File: src/rtl/hazard_unit.sv
// hazard_unit
// Hazard detection and forwarding for the 5-stage ARM-like pipeline.
// It tracks register numbers through Execute, Memory and Writeback, and
// from them produces the Fetch/Decode stall and flush controls and the
// Execute-stage operand forwarding selects. It also keeps two saturating
// performance counters, one for load-use stalls and one for taken branches.
//
// Ports
//   clk, reset                       clock, synchronous active-high reset
//   RA1D, RA2D, WA3D                 Decode source/destination register numbers
//   MemtoRegE_Haz                    load in Execute
//   RegWriteM_Haz, RegWriteW         register write pending in Memory / Writeback
//   PCSrcD_Haz/E_Haz/M_Haz, PCSrcW   PC write in flight / retiring
//   BranchTakenE                     branch resolved taken in Execute
//   StallF, StallD, FlushD, FlushE   pipeline register controls (combinational)
//   ForwardAE, ForwardBE             SrcA/SrcB select: 00 RF, 01 WB result, 10 Mem ALU result
//   ldr_stall_count                  load-use stall cycles (saturating)
//   branch_flush_count               taken-branch cycles (saturating)
module hazard_unit #(
    parameter int unsigned REG_BITS  = 4,
    parameter int unsigned CNT_WIDTH = 16
) (
    input  logic                 clk,
    input  logic                 reset,
    input  logic [REG_BITS-1:0]  RA1D,
    input  logic [REG_BITS-1:0]  RA2D,
    input  logic [REG_BITS-1:0]  WA3D,
    input  logic                 MemtoRegE_Haz,
    input  logic                 RegWriteM_Haz,
    input  logic                 RegWriteW,
    input  logic                 PCSrcD_Haz,
    input  logic                 PCSrcE_Haz,
    input  logic                 PCSrcM_Haz,
    input  logic                 PCSrcW,
    input  logic                 BranchTakenE,
    output logic                 StallF,
    output logic                 StallD,
    output logic                 FlushD,
    output logic                 FlushE,
    output logic [1:0]           ForwardAE,
    output logic [1:0]           ForwardBE,
    output logic [CNT_WIDTH-1:0] ldr_stall_count,
    output logic [CNT_WIDTH-1:0] branch_flush_count
);

    localparam logic [1:0] FWD_RF  = 2'b00;
    localparam logic [1:0] FWD_WB  = 2'b01;
    localparam logic [1:0] FWD_MEM = 2'b10;

    logic [REG_BITS-1:0] RA1E, RA2E, WA3E, WA3M, WA3W;
    logic                ldrStall;
    logic                pcWrPending;

    // Raw hazard conditions, before the reset override
    assign ldrStall    = MemtoRegE_Haz && ((RA1D == WA3E) || (RA2D == WA3E));
    assign pcWrPending = PCSrcD_Haz || PCSrcE_Haz || PCSrcM_Haz;

    // Stall/flush/forward controls; reset forces both flushes so the
    // controller's unreset Execute register is cleared while reset is held
    always_comb begin
        StallF    = 1'b0;
        StallD    = 1'b0;
        FlushD    = 1'b1;
        FlushE    = 1'b1;
        ForwardAE = FWD_RF;
        ForwardBE = FWD_RF;
        if (!reset) begin
            StallF = ldrStall || pcWrPending;
            StallD = ldrStall;
            FlushD = pcWrPending || PCSrcW || BranchTakenE;
            FlushE = ldrStall || BranchTakenE;

            // Memory result is younger, so it wins over Writeback
            if (RegWriteM_Haz && (RA1E == WA3M))
                ForwardAE = FWD_MEM;
            else if (RegWriteW && (RA1E == WA3W))
                ForwardAE = FWD_WB;

            if (RegWriteM_Haz && (RA2E == WA3M))
                ForwardBE = FWD_MEM;
            else if (RegWriteW && (RA2E == WA3W))
                ForwardBE = FWD_WB;
        end
    end

    // Register-number pipeline, in lockstep with the controller's registers
    always_ff @(posedge clk) begin
        if (reset) begin
            RA1E <= '0;
            RA2E <= '0;
            WA3E <= '0;
            WA3M <= '0;
            WA3W <= '0;
        end else begin
            if (FlushE) begin
                RA1E <= '0;
                RA2E <= '0;
                WA3E <= '0;
            end else begin
                RA1E <= RA1D;
                RA2E <= RA2D;
                WA3E <= WA3D;
            end
            WA3M <= WA3E;
            WA3W <= WA3M;
        end
    end

    // Saturating performance counters
    always_ff @(posedge clk) begin
        if (reset) begin
            ldr_stall_count    <= '0;
            branch_flush_count <= '0;
        end else begin
            if (ldrStall && (ldr_stall_count != '1))
                ldr_stall_count <= ldr_stall_count + CNT_WIDTH'(1);
            if (BranchTakenE && (branch_flush_count != '1))
                branch_flush_count <= branch_flush_count + CNT_WIDTH'(1);
        end
    end

endmodule

File: config.mk
export PLATFORM = sky130hd
export DESIGN_NAME = hazard_unit
export DESIGN_NICKNAME = d
export VERILOG_FILES = /design/src/rtl/hazard_unit.sv
export SDC_FILE = /design/constraint.sdc
export NUM_CORES = 1
export LEC_CHECK = 0
export CAP_MARGIN = 30
export CELL_PAD_IN_SITES_DETAIL_PLACEMENT = 1
export CELL_PAD_IN_SITES_GLOBAL_PLACEMENT = 2
export CORE_MARGIN = 2
export CORE_UTILIZATION = 30
export CTS_BUF_LIST = sky130_fd_sc_hd__clkbuf_2
export CTS_CLUSTER_DIAMETER = 50
export CTS_CLUSTER_SIZE = 40
export DETAILED_ROUTE_END_ITERATION = 10
export GPL_TIMING_DRIVEN = 0
export HOLD_SLACK_MARGIN = 0.1
export PLACE_DENSITY = 0.85
export SLEW_MARGIN = 5
export SYNTH_ARGS = -nofsm -noshare
export SYNTH_HDL_FRONTEND = slang
export SYNTH_SLANG_ARGS = --single-unit
export TNS_END_PERCENT = 20
File: constraint.sdc
create_clock -name clk -period 2.38 [get_ports clk]
set_input_delay 0.476 -clock clk [delete_from_list [all_inputs] [get_ports clk]]
set_output_delay 0.476 -clock clk [all_outputs]
set_load 0.02 [all_outputs]
* Word level (Yosys, flattened, before mapping)
Cells that the tools add are included.
Storage, ports and cells: logic and storage cells 42, register bits 52, input bits 22
Cells by class: reductions and logical operators 15, multiplexer cells 10, add/sub/neg operators 2, eq/ne operators 8
Operator list (number):
- adder 16 x 1 -> 16 bit, second input constant | 2
- != test 16 bit, second input constant | 2
- equality test 4 bit | 6
- 2-to-1 mux 2 bit | 4
- logical AND 1 bit | 7
- logical OR 1 bit | 7
- 2-to-1 mux 1 bit | 6
- OR reduction 2 bit | 1

* Logic depth before layout (Yosys ltp)
Gate-level depths: netlist (run 1).
depth in word-level cells 6, gate-level depth with buffers 7

* Worst setup path after synthesis (run 1)
OpenSTA, ideal clock, no wires.
kind input to output, start in RA2D[1], end out StallF, arrival time 1.688 ns, cell stages on the path 5, data required time 1.904 ns, slack 0.216 ns, cells stage by stage xor2_1 -> nor4_2 -> o21ai_2 -> clkbuf_1 -> a21oi_1
Between the ends: longest elaborated chain between the ends 5
Ends and longest elaborated chain:
- start, declared | RTL line 26 | input logic [REG_BITS-1:0] RA2D,
- equality test 4 bit | RTL line 55 | assign ldrStall = MemtoRegE_Haz && ((RA1D == WA3E) || (RA2D == WA3E));
- logical OR 1 bit | RTL line 55
- logical AND 1 bit | RTL line 55
- logical OR 1 bit | RTL line 68 | StallF = ldrStall || pcWrPending;
- 2-to-1 mux 1 bit | RTL line 67 | if (!reset) begin
- end, declared | RTL line 36 | output logic StallF,
No other way between the ends.

* Final worst setup path (run 1)
start reg WA3E[1], end out StallF
Between the ends: longest elaborated chain between the ends 5
Ends and longest elaborated chain:
- start, declared | RTL line 50 | logic [REG_BITS-1:0] RA1E, RA2E, WA3E, WA3M, WA3W;
- start signal, assigned | RTL line 91 | WA3E <= '0;
- start signal, assigned | RTL line 98 | WA3E <= '0;
- start signal, assigned | RTL line 102 | WA3E <= WA3D;
- equality test 4 bit | RTL line 55
- logical OR 1 bit (*) | RTL line 55
- logical AND 1 bit (*) | RTL line 55
- logical OR 1 bit (*) | RTL line 68
- 2-to-1 mux 1 bit (*) | RTL line 67
Every way passes the cells marked *; elsewhere a longest branch is shown, timed or not.

==> flow_metrics.tcl, run 1 <==
set metrics [dict create \
    power_frac_comb_pct 13.1 \
    p_seq_share_pct 61.0 \
    cp-end-kind "primary output" \
    setup_viol 3 \
    die_area_mm2 0.00890 \
    reg2reg_depth 7 \
    outcome "finished with violations" \
    violations "setup timing" \
    drv_slew 0 \
    rsz0062_at_grt "true" \
    syn_area_mm2 0.00245 \
    seq_area_frac_synth_pct 42.5 \
    worst_pin_slew_ps 558 \
    syn_avg_cell_area_um2 8.87 \
    finClkSkew_ps 25.6 \
    worstSetupStartpointType "flop" \
    critPathLaunch "WA3E[1]$_SDFF_PP0_" \
    vdd_drop_max_uv 148 \
    critical_path_class "reg -> out" \
    hpwlAfterDp_mm 4.94 \
    grt_max_degree 18 \
    ctsHoldBuffers 0 \
    synth-seq-cells 52 \
    clk_latency_ps 460 \
    internal_power_mw 1.06 \
    ant_nets 0 \
    diodes 0 \
    die_w_um 94.3 \
    grt_pass1_vias 2274 \
    syn2layout_area_growth_pct 38.7 \
    syn_nets 300 \
    clk_pin_slew_worst_paths_ps 300 \
    ys.flop_type "dfxtp_1" \
    grt_overflow 0 \
    critPathArrivalTime_ps 2000 \
    synth_edf_count 0 \
    antenna_found_initial 0 \
    clkPwrFrac_pct 25.9 \
    clock_path_buffers 2 \
    reg2reg_from "ldr_stall_count[1]$_SDFFE_PP0P_" \
    grt_pass1_wl_mm 11.2 \
    gp_congestion 0.748 \
    coreArea_mm2 0.00781 \
    drtIter0Drc 33 \
    cts_tree "done" \
    period_minus_slack_ps 2470 \
    routed_via_density 4.96 \
    drc 0 \
    synthCells 276 \
    p_sw_share_pct 28.9 \
    leakagePower_nw 1.28 \
    wl_per_cell_um 15.0 \
    vias 2241 \
    r2r-end "ldr_stall_count[4]$_SDFFE_PP0P_" \
    first_pass_iters 4 \
    finalPower_mw 1.49 \
    critPathRequiredTime_ps 1900 \
    drive_gt1_share_pct 15.1 \
    whs_ps 315 \
    totalWireLength_mm 6.79 \
    synthArstFlopShare_pct 0 \
    final_nets 373 \
    fmax_mhz 404 \
    row_count 32 \
    hold_viol 0 \
    finalCritPeriodShare_pct 104 \
    switchingPower_mw 0.432 \
    num_io_pins 62 \
    placement.io_buffers 60 \
    cp-endpoint "StallF" \
    path_max_fanout 6 \
    min_path_type "in -> reg" \
    cts_root_buf "clkbuf_2" \
    cts_made_buffers 5 \
    slew_headroom_pct 62.8 \
    start_util_pct 31.4 \
    dieHeight_um 94.3 \
    yosys.cell_types.count 30 \
    yosysWarnings 0 \
    maxCapViolCount 0 \
    clock-sinks 52 \
    htree_levels 2 \
    power_per_cell_area_mw_per_mm2 440 \
    grtUsageTotal_pct 16.1 \
    setup_slack_ps -92.9 \
    rrSetupSlack_ps 290 \
]
cells in the final DEF, fill, tap and decap left out, types with 8 or more instances in the layout:
cell type,n
nand4_1,14
and2_1,15
or3_1,12
nor2b_1,12
nor2_1,22
nor3_1,10
nand3_1,12
clkbuf_2,8
o21ai_0,14
nand2_1,10
xor2_1,22
dfxtp_1,41
xnor2_1,10
buf_4,11
dfxtp_2,9
xor2_2,8
clkdlybuf4s50_1,44
dlygate4sd2_1,9
a21oi_1,15
worst min path at each step:
| stage | cells after the start | endpoint | slack (ps) | from |
|---|---|---|---|---|
| detailed placement | 1 | WA3M[1]$_SDFF_PP0_ | 500 | WA3E[1]$_SDFF_PP0_ |
| global route | 2 | RA1E[2]$_SDFF_PP0_ | 280 | RA1D[2] |
| global placement | 2 | ldr_stall_count[11]$_SDFFE_PP0P_ | 490 | ldr_stall_count[11]$_SDFFE_PP0P_ |
| floorplan | 1 | WA3M[0]$_SDFF_PP0_ | 480 | WA3E[0]$_SDFF_PP0_ |
| CTS | 2 | RA2E[0]$_SDFF_PP0_ | 390 | RA2D[0] |
| finish | 2 | RA1E[2]$_SDFF_PP0_ | 310 | RA1D[2] |
stage by stage:
stage                     utilization [%]  worst slack (ps)  area, um^2  instances  setup TNS (ps)
final                                43.5             -92.9        3400        452            -209
after global routing                 43.5              -225        3400        452            -696
after CTS                            42.9              -170        3350        450            -424
after detailed placement             40.7              -979        3180        438           -8670
after global placement               40.7              -961        3180        438           -7650
after floorplan                         -               216        2450        276               0
cell usage after synthesis, types with 3 or more instances:
| cell type | instances | area, um^2 |
|---|---|---|
| nor3_1 | 10 | 50.1 |
| dfxtp_1 | 52 | 1040 |
| o21ai_0 | 14 | 70.1 |
| nand2_1 | 10 | 37.5 |
| clkbuf_1 | 9 | 33.8 |
| xnor2_1 | 10 | 87.6 |
| nand4_1 | 14 | 87.6 |
| xor2_1 | 30 | 263 |
| and2_1 | 15 | 93.8 |
| o2111ai_1 | 3 | 26.3 |
| nor2b_1 | 12 | 75.1 |
| and3_1 | 7 | 43.8 |
| and4_1 | 6 | 52.6 |
| a21oi_1 | 16 | 80.1 |
| nor3b_1 | 3 | 22.5 |
| nand3_1 | 12 | 60.1 |
| nor2_1 | 23 | 86.3 |
| or3_1 | 12 | 75.1 |
state kept, by name, indices dropped and copies added (netlist names):
register / cells
ldr_stall_count: 16
WA3E: 4
WA3W: 4
RA2E: 4
WA3M: 4
RA1E: 4
branch_flush_count: 16
final cells by class:
type | count | area (um^2)
fill | 927 | 4410
multi-input combinational | 212 | 1460
sequential | 52 | 1060
timing repair buffer | 67 | 634
tap | 102 | 128
buffer | 10 | 65.1
clock buffer | 5 | 25.0
clock inverter | 3 | 23.8
inverter | 1 | 3.75
power groups by stage:
stage / Clock (mW) / Combinational (mW) / Sequential (mW)
CTS: 0.404 / 0.194 / 0.912
detailed placement: 0 / 0.178 / 0.925
floorplan: 0 / 0.0849 / 0.927
global route: 0.438 / 0.216 / 0.916
finish: 0.387 / 0.196 / 0.911
global placement: 0 / 0.175 / 0.924
metal layers:
metal / track usage, % / part of all wire, %
met5: 0 / 0
met4: 4.35 / 1.2
met3: 3.19 / 4.4
met2: 26.3 / 47
met1: 21.7 / 48
kinds of logic (layout without fill, tap and decap cells):
| family | count (synthesis) | in the layout | synth area share, % |
|---|---|---|---|
| buf+inv | 12 | 86 | 1.89 |
| fa+ha+maj | 2 | 2 | 1.02 |
| simple gates | 129 | 129 | 29.7 |
| compound gates | 37 | 37 | 8.79 |
| flops | 52 | 52 | 42.5 |
| mux | 4 | 4 | 1.74 |
| xor+xnor | 40 | 40 | 14.3 |
critical path, cell delays in order, from the launching register on:
cell     delay (ps)
dfxtp_4         430
xor2_2          190
nor4_4          350
o21ai_2         150
buf_6           150
a21oi_2         110
buf_4           150
repair_timing:
action / in CTS / in global routing
pin swaps: 5 / 4
gates resized for setup: 51 / 22
buffers inserted: 4 / 3
endpoints found under the setup margin: 8 / 10
No activity file was read; power rests on OpenSTA's default activity.
==> inputs of run 2 (changes only) <==
- CAP_MARGIN: 30 -> not set
==> results of run 2 <==
The final DEF is identical to that of run 1; final timing and power are the same.
==> inputs of run 3 (changes only) <==
--- a/constraint.sdc
+++ b/constraint.sdc
@@ -3,2 +3,2 @@
 set_output_delay 0.476 -clock clk [all_outputs]
-set_load 0.02 [all_outputs]
+set_load 0.05 [all_outputs]
==> run 3 against run 2 <==
  * The flow still finishes with violations (setup timing)
  * Final area is 1.9% higher
  * Critical path depth unchanged
  * Via count is 0.80% higher
  * Sequential share of layout area decreased by 0.77 points
  * Global-route usage is 0.54 points higher
  * Clock-buffer cell count unchanged
  * Register-to-register slack worse by 50 ps
  * Combinational power rose by 21%
  * Highest routed layer unchanged
  * Worst hold slack gained 19 ps
  * Sequential cell count unchanged
==> flow_metrics.tcl, run 3 (synthesis gave the netlist of run 1 again) <==
set metrics [dict create \
    critPathRequiredTime_ps 1900 \
    instances_no_fill 455 \
    min_path_type "in -> reg" \
    hold_viol 0 \
    slew_headroom_pct 62.6 \
    routed_via_density 4.96 \
    p_sw_share_pct 28.3 \
    min_path_cells 2 \
    grt_max_degree 17 \
    wl_per_cell_um 15.8 \
    gp_congestion 0.803 \
    period_minus_slack_ps 2500 \
    clk_pin_slew_worst_paths_ps 270 \
    drv_slew 0 \
    ant_nets 0 \
    cts_root_buf "clkbuf_2" \
    worst_pin_slew_ps 561 \
    first_pass_iters 4 \
    critPathArrivalTime_ps 2020 \
    start_util_pct 31.4 \
    rsz0062_at_grt "true" \
    maxCapViolCount 0 \
    setup_viol 3 \
    grt_overflow 0 \
    drtIter0Drc 44 \
    final_cell_mix "dfxtp_1, clkdlybuf4s50_1, xor2_1, nor2_1" \
    fmax_mhz 400 \
    die_area_mm2 0.00890 \
    outcome "finished with violations" \
    switchingPower_mw 0.460 \
    finalCritPeriodShare_pct 105 \
    die_w_um 94.3 \
    vdd_drop_max_uv 206 \
    clk_latency_ps 440 \
    internal_power_mw 1.17 \
    power_frac_comb_pct 14.6 \
    reg2reg_depth 8 \
    syn2layout_area_growth_pct 41.3 \
    multi_input_area_mm2 0.00148 \
    grt_pass1_wl_mm 11.7 \
    power_per_cell_area_mw_per_mm2 470 \
    drc 0 \
    fillerInstances 929 \
    grt_pass1_vias 2397 \
    finalPower_mw 1.63 \
    setup_slack_ps -119 \
    coreArea_mm2 0.00781 \
    final_core_util_pct 44.3 \
    vias 2259 \
    cts_tree "done" \
    critical_path_class "reg -> out" \
    hpwlAfterDp_mm 5.10 \
    clkPwrFrac_pct 29.4 \
    drive_gt1_share_pct 15.0 \
    placed_cells 438 \
    register_area_mm2 0.00105 \
    placement.io_buffers 60 \
    violations "setup timing" \
    htree_levels 2 \
    finClkSkew_ps 14.9 \
    cts_made_buffers 5 \
    layout_commonest_cell "dfxtp_1" \
    rrSetupSlack_ps 240 \
    row_count 32 \
    cp-end-kind "primary output" \
    reg_top3 "branch_flush_count (16), ldr_stall_count (16)" \
    totalWireLength_mm 7.17 \
    dieHeight_um 94.3 \
    clock_path_buffers 2 \
    diodes 0 \
    whs_ps 333 \
    final_nets 376 \
    clock-sinks 52 \
    antenna_found_initial 0 \
    p_seq_share_pct 56.0 \
    path_max_fanout 5 \
    num_io_pins 62 \
    leakagePower_nw 1.31 \
    worstSetupStartpointType "flop" \
    grtUsageTotal_pct 16.6 \
]
==> run 3: final timing paths <==
kind	to	startpoint
worst max-delay path	StallF	WA3E[0]$_SDFF_PP0_
worst min register to register	WA3W[3]$_SDFF_PP0_	WA3M[3]$_SDFF_PP0_
worst min-delay path	RA2E[1]$_SDFF_PP0_	RA2D[1]
worst max register to register	ldr_stall_count[7]$_SDFFE_PP0P_	WA3E[0]$_SDFF_PP0_
==> run 3: power groups by stage <==
stage / registers [mW] / logic (mW) / clock network (mW)
after detailed placement: 0.927 / 0.207 / 0
after floorplan: 0.938 / 0.102 / 0
final: 0.912 / 0.237 / 0.479
after CTS: 0.914 / 0.228 / 0.482
after global routing: 0.916 / 0.255 / 0.512
after global placement: 0.926 / 0.203 / 0
==> run 3: layer usage <==
layer	share of wire (%)	global-route usage [%]	wire length [um]	vias to the layer above
met5	0	0	0	-
li1	-	-	-	1114
met2	51	29.5	3640	44
met4	0.71	4.11	51	0
met3	3.5	2.71	252	5
met1	45	21.1	3230	1096
==> run 3: through the flow <==
stage               setup slack, ps  cell area (um^2)  TNS [ps]
floorplan                     -93.5              2450     -93.5
global placement              -1160              3180     -8940
detailed placement            -1200              3180    -10290
CTS                            -140              3410      -408
global route                   -205              3460      -660
finish                         -119              3460      -241
==> run 3: timing repair <==
item / 4_1_cts / 5_1_grt
gates resized for setup: 70 / 17
pin swaps: 4 / 3
hold buffers: 0 / 0
endpoints found under the hold margin: 0 / 0
endpoints found under the setup margin: 8 / 8
buffers inserted: 5 / 5
gates cloned: 0 / 0
==> run 3: cell type report <==
class	instances	area share, %
Multi-Input combinational cell	212	42.8
Sequential cell	52	30.4
Timing Repair Buffer	70	19.5
Tap cell	102	3.69
Buffer	10	1.55
Clock inverter	3	1.23
Clock buffer	5	0.723
Inverter	1	0.108
==> run 3: critical path, cell delays in order, from the launching register on <==
cell and delay [ps]:
dfxtp_4 430, xor2_2 190, nor4_4 350, o21ai_2 140
buf_6 160, a21oi_4 140, buf_6 180
